### src/rtl/button_debouncer_pkg.sv
// Shared definitions for the push-button debouncer: FSM state encoding,
// counter sizing helpers and the millisecond-to-cycle conversion.
package button_debouncer_pkg;

  typedef enum logic [1:0] {
    RELEASED     = 2'd0,
    PRESS_WAIT   = 2'd1,
    PRESSED      = 2'd2,
    RELEASE_WAIT = 2'd3
  } btn_state_e;

  // Ceiling log2; clog2(1) == 0.
  function automatic int clog2(input longint value);
    longint v;
    int     w;
    v = value - 1;
    w = 0;
    while (v > 0) begin
      w = w + 1;
      v = v >> 1;
    end
    return w;
  endfunction

  // Bits needed to hold every count from 0 up to and including value.
  function automatic int cnt_width(input longint value);
    int w;
    w = clog2(value + 1);
    return (w < 1) ? 1 : w;
  endfunction

  function automatic int cycles_for_ms(input longint clk_freq, input longint ms);
    return int'(clk_freq / 1000 * ms);
  endfunction

endpackage

### src/rtl/button_debouncer_channel.sv
// One debounced button: 2-flop synchroniser, press/release debounce FSM,
// hold timer and registered press/release/long-press pulses.
module button_debounce_channel
  import button_debouncer_pkg::*;
#(
  parameter int C_DB_CYC = 10,
  parameter int C_LP_CYC = 1000
) (
  input  logic clk,
  input  logic aresetn,
  input  logic button_in,
  output logic level,
  output logic press_pulse,
  output logic release_pulse,
  output logic long_pulse
);

  localparam int DB_W   = cnt_width(C_DB_CYC);
  localparam int HOLD_W = cnt_width(C_LP_CYC);

  localparam logic [DB_W-1:0]   DB_LAST   = DB_W'(C_DB_CYC - 1);
  localparam logic [DB_W-1:0]   DB_ONE    = DB_W'(1);
  localparam logic [HOLD_W-1:0] HOLD_MAX  = HOLD_W'(C_LP_CYC);
  localparam logic [HOLD_W-1:0] HOLD_LAST = HOLD_W'(C_LP_CYC - 1);
  localparam logic [HOLD_W-1:0] HOLD_ONE  = HOLD_W'(1);

  logic [1:0]        sync_reg;
  logic              sample;
  btn_state_e        state_reg, state_next;
  logic [DB_W-1:0]   db_cnt_reg, db_cnt_next;
  logic [HOLD_W-1:0] hold_cnt_reg, hold_cnt_next;
  logic              level_reg, level_next;
  logic              press_reg, press_next;
  logic              release_reg, release_next;
  logic              long_reg, long_next;

  always_ff @(posedge clk or negedge aresetn) begin
    if (!aresetn) begin
      sync_reg <= 2'b00;
    end else begin
      sync_reg <= {sync_reg[0], button_in};
    end
  end

  assign sample = sync_reg[1];

  always_ff @(posedge clk or negedge aresetn) begin
    if (!aresetn) begin
      state_reg    <= RELEASED;
      db_cnt_reg   <= '0;
      hold_cnt_reg <= '0;
      level_reg    <= 1'b0;
      press_reg    <= 1'b0;
      release_reg  <= 1'b0;
      long_reg     <= 1'b0;
    end else begin
      state_reg    <= state_next;
      db_cnt_reg   <= db_cnt_next;
      hold_cnt_reg <= hold_cnt_next;
      level_reg    <= level_next;
      press_reg    <= press_next;
      release_reg  <= release_next;
      long_reg     <= long_next;
    end
  end

  always_comb begin
    state_next    = state_reg;
    db_cnt_next   = db_cnt_reg;
    hold_cnt_next = hold_cnt_reg;
    level_next    = level_reg;
    press_next    = 1'b0;
    release_next  = 1'b0;
    long_next     = 1'b0;

    // The hold timer keeps running through a pending release so that a
    // release completing on the long-press edge still reports both pulses.
    if ((state_reg == PRESSED || state_reg == RELEASE_WAIT) && hold_cnt_reg != HOLD_MAX) begin
      hold_cnt_next = hold_cnt_reg + HOLD_ONE;
      long_next     = (hold_cnt_reg == HOLD_LAST);
    end

    case (state_reg)
      RELEASED: begin
        level_next = 1'b0;
        if (sample) begin
          state_next  = PRESS_WAIT;
          db_cnt_next = DB_ONE;
        end
      end
      PRESS_WAIT: begin
        if (!sample) begin
          state_next  = RELEASED;
          db_cnt_next = '0;
        end else if (db_cnt_reg == DB_LAST) begin
          state_next    = PRESSED;
          level_next    = 1'b1;
          press_next    = 1'b1;
          db_cnt_next   = '0;
          hold_cnt_next = '0;
        end else begin
          db_cnt_next = db_cnt_reg + DB_ONE;
        end
      end
      PRESSED: begin
        level_next = 1'b1;
        if (!sample) begin
          state_next  = RELEASE_WAIT;
          db_cnt_next = DB_ONE;
        end
      end
      RELEASE_WAIT: begin
        if (sample) begin
          state_next  = PRESSED;
          db_cnt_next = '0;
        end else if (db_cnt_reg == DB_LAST) begin
          state_next   = RELEASED;
          level_next   = 1'b0;
          release_next = 1'b1;
          db_cnt_next  = '0;
        end else begin
          db_cnt_next = db_cnt_reg + DB_ONE;
        end
      end
      default: begin
        state_next  = RELEASED;
        level_next  = 1'b0;
        db_cnt_next = '0;
      end
    endcase
  end

  assign level         = level_reg;
  assign press_pulse   = press_reg;
  assign release_pulse = release_reg;
  assign long_pulse    = long_reg;

endmodule

### src/rtl/button_debouncer.sv
// Bank of independent debounced push-buttons with press, release and
// long-press pulses; optional input inversion for active-low pins.
module button_debouncer
  import button_debouncer_pkg::*;
#(
  parameter int C_NUM_BUTTONS   = 3,
  parameter int C_CLK_FREQ      = 100000000,
  parameter int C_DEBOUNCE_MS   = 10,
  parameter int C_LONG_PRESS_MS = 1000,
  parameter int C_ACTIVE_LOW    = 0
) (
  input  logic                     clk,
  input  logic                     aresetn,
  input  logic [C_NUM_BUTTONS-1:0] buttons_raw,
  output logic [C_NUM_BUTTONS-1:0] buttons_level,
  output logic [C_NUM_BUTTONS-1:0] buttons_press,
  output logic [C_NUM_BUTTONS-1:0] buttons_release,
  output logic [C_NUM_BUTTONS-1:0] buttons_long
);

  localparam int DB_CYC = cycles_for_ms(C_CLK_FREQ, C_DEBOUNCE_MS);
  localparam int LP_CYC = cycles_for_ms(C_CLK_FREQ, C_LONG_PRESS_MS);

  // The debounce FSM needs at least one counting cycle between entry and accept.
  if (DB_CYC < 2) begin : g_db_cyc_check
    $error("button_debouncer: debounce time must be at least 2 clock cycles");
  end

  logic [C_NUM_BUTTONS-1:0] buttons_in;

  // Inside the channels 1 always means pressed.
  assign buttons_in = (C_ACTIVE_LOW != 0) ? ~buttons_raw : buttons_raw;

  for (genvar gi = 0; gi < C_NUM_BUTTONS; gi++) begin : g_channel
    button_debounce_channel #(
      .C_DB_CYC (DB_CYC),
      .C_LP_CYC (LP_CYC)
    ) u_channel (
      .clk           (clk),
      .aresetn       (aresetn),
      .button_in     (buttons_in[gi]),
      .level         (buttons_level[gi]),
      .press_pulse   (buttons_press[gi]),
      .release_pulse (buttons_release[gi]),
      .long_pulse    (buttons_long[gi])
    );
  end

endmodule

### config.mk
export PLATFORM = sky130hd
export DESIGN_NAME = button_debouncer
export DESIGN_NICKNAME = d
export VERILOG_FILES = /design/src/rtl/button_debouncer_pkg.sv /design/src/rtl/button_debouncer_channel.sv /design/src/rtl/button_debouncer.sv
export SDC_FILE = /design/constraint.sdc
export NUM_CORES = 1
export LEC_CHECK = 0
export CAP_MARGIN = 10
export CELL_PAD_IN_SITES_DETAIL_PLACEMENT = 0
export CELL_PAD_IN_SITES_GLOBAL_PLACEMENT = 1
export CORE_UTILIZATION = 55
export CTS_BUF_LIST = sky130_fd_sc_hd__clkbuf_8
export CTS_CLUSTER_SIZE = 10
export DETAILED_ROUTE_END_ITERATION = 10
export GPL_TIMING_DRIVEN = 0
export PLACE_DENSITY_LB_ADDON = 0.12
export SLEW_MARGIN = 20
export SYNTH_ARGS = -nofsm -noshare
export SYNTH_HDL_FRONTEND = slang
export SYNTH_SLANG_ARGS = --single-unit
export TNS_END_PERCENT = 5
### constraint.sdc
create_clock -name clk -period 4.05 [get_ports clk]
set_input_delay 0.81 -clock clk [delete_from_list [all_inputs] [get_ports clk]]
set_output_delay 0.81 -clock clk [all_outputs]
set_load 0.005 [all_outputs]
==> parameters.txt <==
Parameter                              Value

Outcome
  Status    finished clean

GRT
  Via count of the first global-routing pass    roughly 6.4k
  Global-route usage over all layers    between 20% and 30%
  Antenna violations before repair    0
  Wire length of the first global-routing pass    about 30,000 um
  Largest net degree at the start of global routing    88
  GRT Residual Overflow    0

Timing
  Hold Slack    approximately 310 ps
  Final period demand of the worst path    2480 ps
  Count of pins over their slew limit    0
  Unrepaired setup endpoints after global routing    false
  Transition at the pin with the smallest max-transition slack    roughly 910 ps
  Max transition margin    between 30% and 40%
  Least setup slack across all paths after layout    approximately 1600 ps
  Setup skew after layout    between 15 and 20 ps
  Final clock period utilization by the worst path    around 61%
  # setup viols final    0
  Maximum clock frequency    roughly 400 MHz
  Total Negative Setup Slacks    0 ps
  Number of hold violations in the final report    0

Critical path
  Kind of end point of the critical path    flip-flop
  Standard cell with the maximum stage delay on the critical path    nor3_1
  Kind of cell with the highest combined delay on the critical path    simple AND/OR/NAND/NOR gates
  Reg2Reg Launch Point    g_channel[1].u_channel.state_reg[0]
  Worst Path Required    4440 ps
  Buf+Inv Stages, Crit Path    1
  CP peak stage delay    720 ps
  Worst-path cell chain    inv_1 -> ha_1 -> mux2_2 -> nor3_1 -> nand4_1 -> xor2_1 -> nor2_1
  Worst setup startpoint    g_channel[1].u_channel.state_reg[0]
  Crit path max fanout    8
  Worst Reg-to-Reg Cells    7
  Total number of cells along the worst setup path    7
  Critical path class    flip-flop to flip-flop
  Critical path launch point type    flip-flop
  Data arrival time of the worst path    2870 ps

Final layout
  Area of the multi-input gates    ~4300 sq um
  Final #Nets    964
  Filler instances    around 1.3k
  Max reg flops    a little over 80
  Count of placed standard cells in the final layout, fillers left out    ~1.2k
  Antenna fix cells    0
  Final instance area    9660 sq um
  Area of all sequential standard cells    4130 sq um
  Fraction of final layout cells with drive strength greater than 1    9.78%
  Synth-to-layout area growth    9.78%

Die
  Starting utilization of the core area    57.1%
  Width of the chip    129 um
  Chip Height    129 um
  Ports placed on the boundary    17
  Number of placement rows    45
  DIE AREA    16,500 sq um
  Std-Cell Core Area    about 15,000 sq um

Power
  Power density of the placed cells    around 460 nW/um^2
  Leakage power    4.16 nW
  Maximum vdd drop    between 0.0003 and 0.0004 V

Synthesis
  Synth unique cells    65
  Post-synthesis sequential area ratio    46.9%
  Syn nets    approximately 930
  Mean cell area of the mapped netlist    just under 10 sq um
  Number of flops mapped to enable cells by yosys    0
  Proportion of register bits with asynchronous set or reset after synthesis    100%
  Synth Instances    ~900
  Register bit count reported by yosys    ~170
  Area of the mapped netlist    slightly below 9000 sq um
  Yosys warning count    0
  Main synth FF type    dfrtp_1

Place
  Number of cells after detailed placement    1,130
  Placer's final routability congestion estimate    a little over 0.8
  DP HPWL    ~12,000 um
  Placement Setup Slack    approximately 1600 ps
  Post-place instance area    about 9000 sq um
  Number of input and output port buffers inserted    16

Drt
  Wirelength per Cell    ~15 um
  Drt first-iter violations    about 370
  Count of unresolved DRC violations after routing    0
  Total via count after detailed routing    approximately 6.5k
  Total Wirelength    roughly 17,000 um
  Total iterations of the first detailed-routing run    5
  Drt via density    roughly 5.6
  Antenna Nets Post-Route    0

Clocking
  Root cell of the clock tree    clkbuf_8
  CTS tree    built
  CTS buffer count    17
  Total setup buffers inserted after CTS    0
  Clock Sink Count    165
  Htree depth    4
  Skew-Pair Late Insertion Delay    460 ps
  Cts repair resizes    0
  Cts hold-fix bufs    0
  Clock input transition at the sequential cells of the worst setup and hold paths    about 100 ps
  Maximum count of clock buffers along a single path    2

Job
  Reported max-cap violation count    0

Min path
  Worst hold path class    input port to asynchronous set/reset pin
[synthesized netlist by cell type (5+ instances only)]
master | instances | share of area, %
inv_1 | 30 | 1.3
nand4_1 | 43 | 3.1
o21ai_0 | 23 | 1.3
o31ai_1 | 5 | 0.43
nor4_1 | 18 | 1.3
clkbuf_1 | 7 | 0.30
nand4b_1 | 5 | 0.50
buf_4 | 18 | 1.5
and3_1 | 16 | 1.1
buf_2 | 8 | 0.45
nand3b_1 | 5 | 0.43
or3_1 | 5 | 0.36
xor2_1 | 69 | 6.9
nor2_1 | 163 | 7.0
mux2_2 | 5 | 0.64
nor3_1 | 29 | 1.6
nand2_1 | 55 | 2.3
nor4b_1 | 6 | 0.60
dfrtp_1 | 165 | 47
a21oi_1 | 12 | 0.68
ha_1 | 21 | 3.0
and2_1 | 5 | 0.36
mux2i_1 | 10 | 1.1
and4_1 | 12 | 1.2
xnor2_1 | 48 | 4.8
nand3_1 | 48 | 2.7
[placed cells by master (no fill, tap or decap), types with 6 or more instances in the layout]
cell / instances
a21oi_1: 12
nor4b_1: 6
buf_2: 8
o21ai_0: 23
and3_1: 16
nand2_1: 55
nor3_1: 29
xor2_1: 69
nand4_1: 43
and4_1: 12
clkbuf_8: 20
inv_1: 30
xnor2_1: 48
clkdlybuf4s50_1: 15
nand3_1: 48
nor4_1: 18
dfrtp_1: 165
mux2i_1: 10
clkbuf_1: 7
buf_4: 18
nor2_1: 163
ha_1: 21
[final timing paths]
check / to / slack, ps
worst max-delay path: g_channel[1].u_channel.db_cnt_reg[12] / 1570
worst max register to register: g_channel[1].u_channel.db_cnt_reg[12] / 1570
worst min-delay path: g_channel[1].u_channel.level / 310
min in group clk: g_channel[0].u_channel.sync_reg[1] / 350
worst min register to register: g_channel[0].u_channel.sync_reg[1] / 350
max in group asynchronous: g_channel[1].u_channel.db_cnt_reg[2] / 2920
[worst register-to-register path: cells and delay by family (launching register included)]
family	cells	cell delay, ps
and+or+nand+nor	3	1030
muxes	1	380
DFF	1	410
adders and majority gates	1	310
xor gates and xnor gates	1	190
buffers and inverters	1	110
[per-layer routing]
layer | share of wire, % | track usage, % | vias up
met5 | 0 | 0 | -
met4 | 0.70 | 5.88 | 0
met3 | 2.8 | 4.74 | 12
met2 | 48 | 37.0 | 81
met1 | 49 | 30.6 | 3199
li1 | - | - | 3209
[power breakdown]
group          total, mW  leakage (nW)  switching, mW  internal, mW
Clock               1.20         0.201          0.606         0.595
Sequential          2.00          2.23          0.185          1.82
Combinational       1.28          1.73          0.753         0.530
Total               4.49          4.16           1.54          2.94
[stage by stage]
| stage | total power [mW] | utilization, % |
|---|---|---|
| 3_3_place_gp | 3.26 | 59.8 |
| 5_1_grt | 4.79 | 62.6 |
| 6_report | 4.49 | 62.6 |
| 3_5_place_dp | 3.32 | 60.0 |
| 2_1_floorplan | 2.97 | - |
| 4_1_cts | 4.52 | 62.6 |
[cell families (layout without fill, tap and decap cells)]
logic type	Yosys count	after routing	share of synthesized area, %
AND/OR/NAND/NOR	448	448	27.2
adder cells (fa/ha/maj)	21	21	2.99
XOR/XNOR	117	117	11.6
multiplexers	17	17	2.16
buffers and inverters	65	114	3.82
AO/OA/AOI/OAI	69	69	5.33
flip-flops	165	165	46.9
[layout make-up]
class,count,area share (%)
plain buffers,35,2.32
clock buffers,20,2.85
clock inverters,12,1.33
inverters,30,1.17
multi-input cells,672,44.9
flip-flops and latches,165,42.7
well taps,211,2.73
repair buffers,17,1.99
No activity file was read; power rests on OpenSTA's default activity.
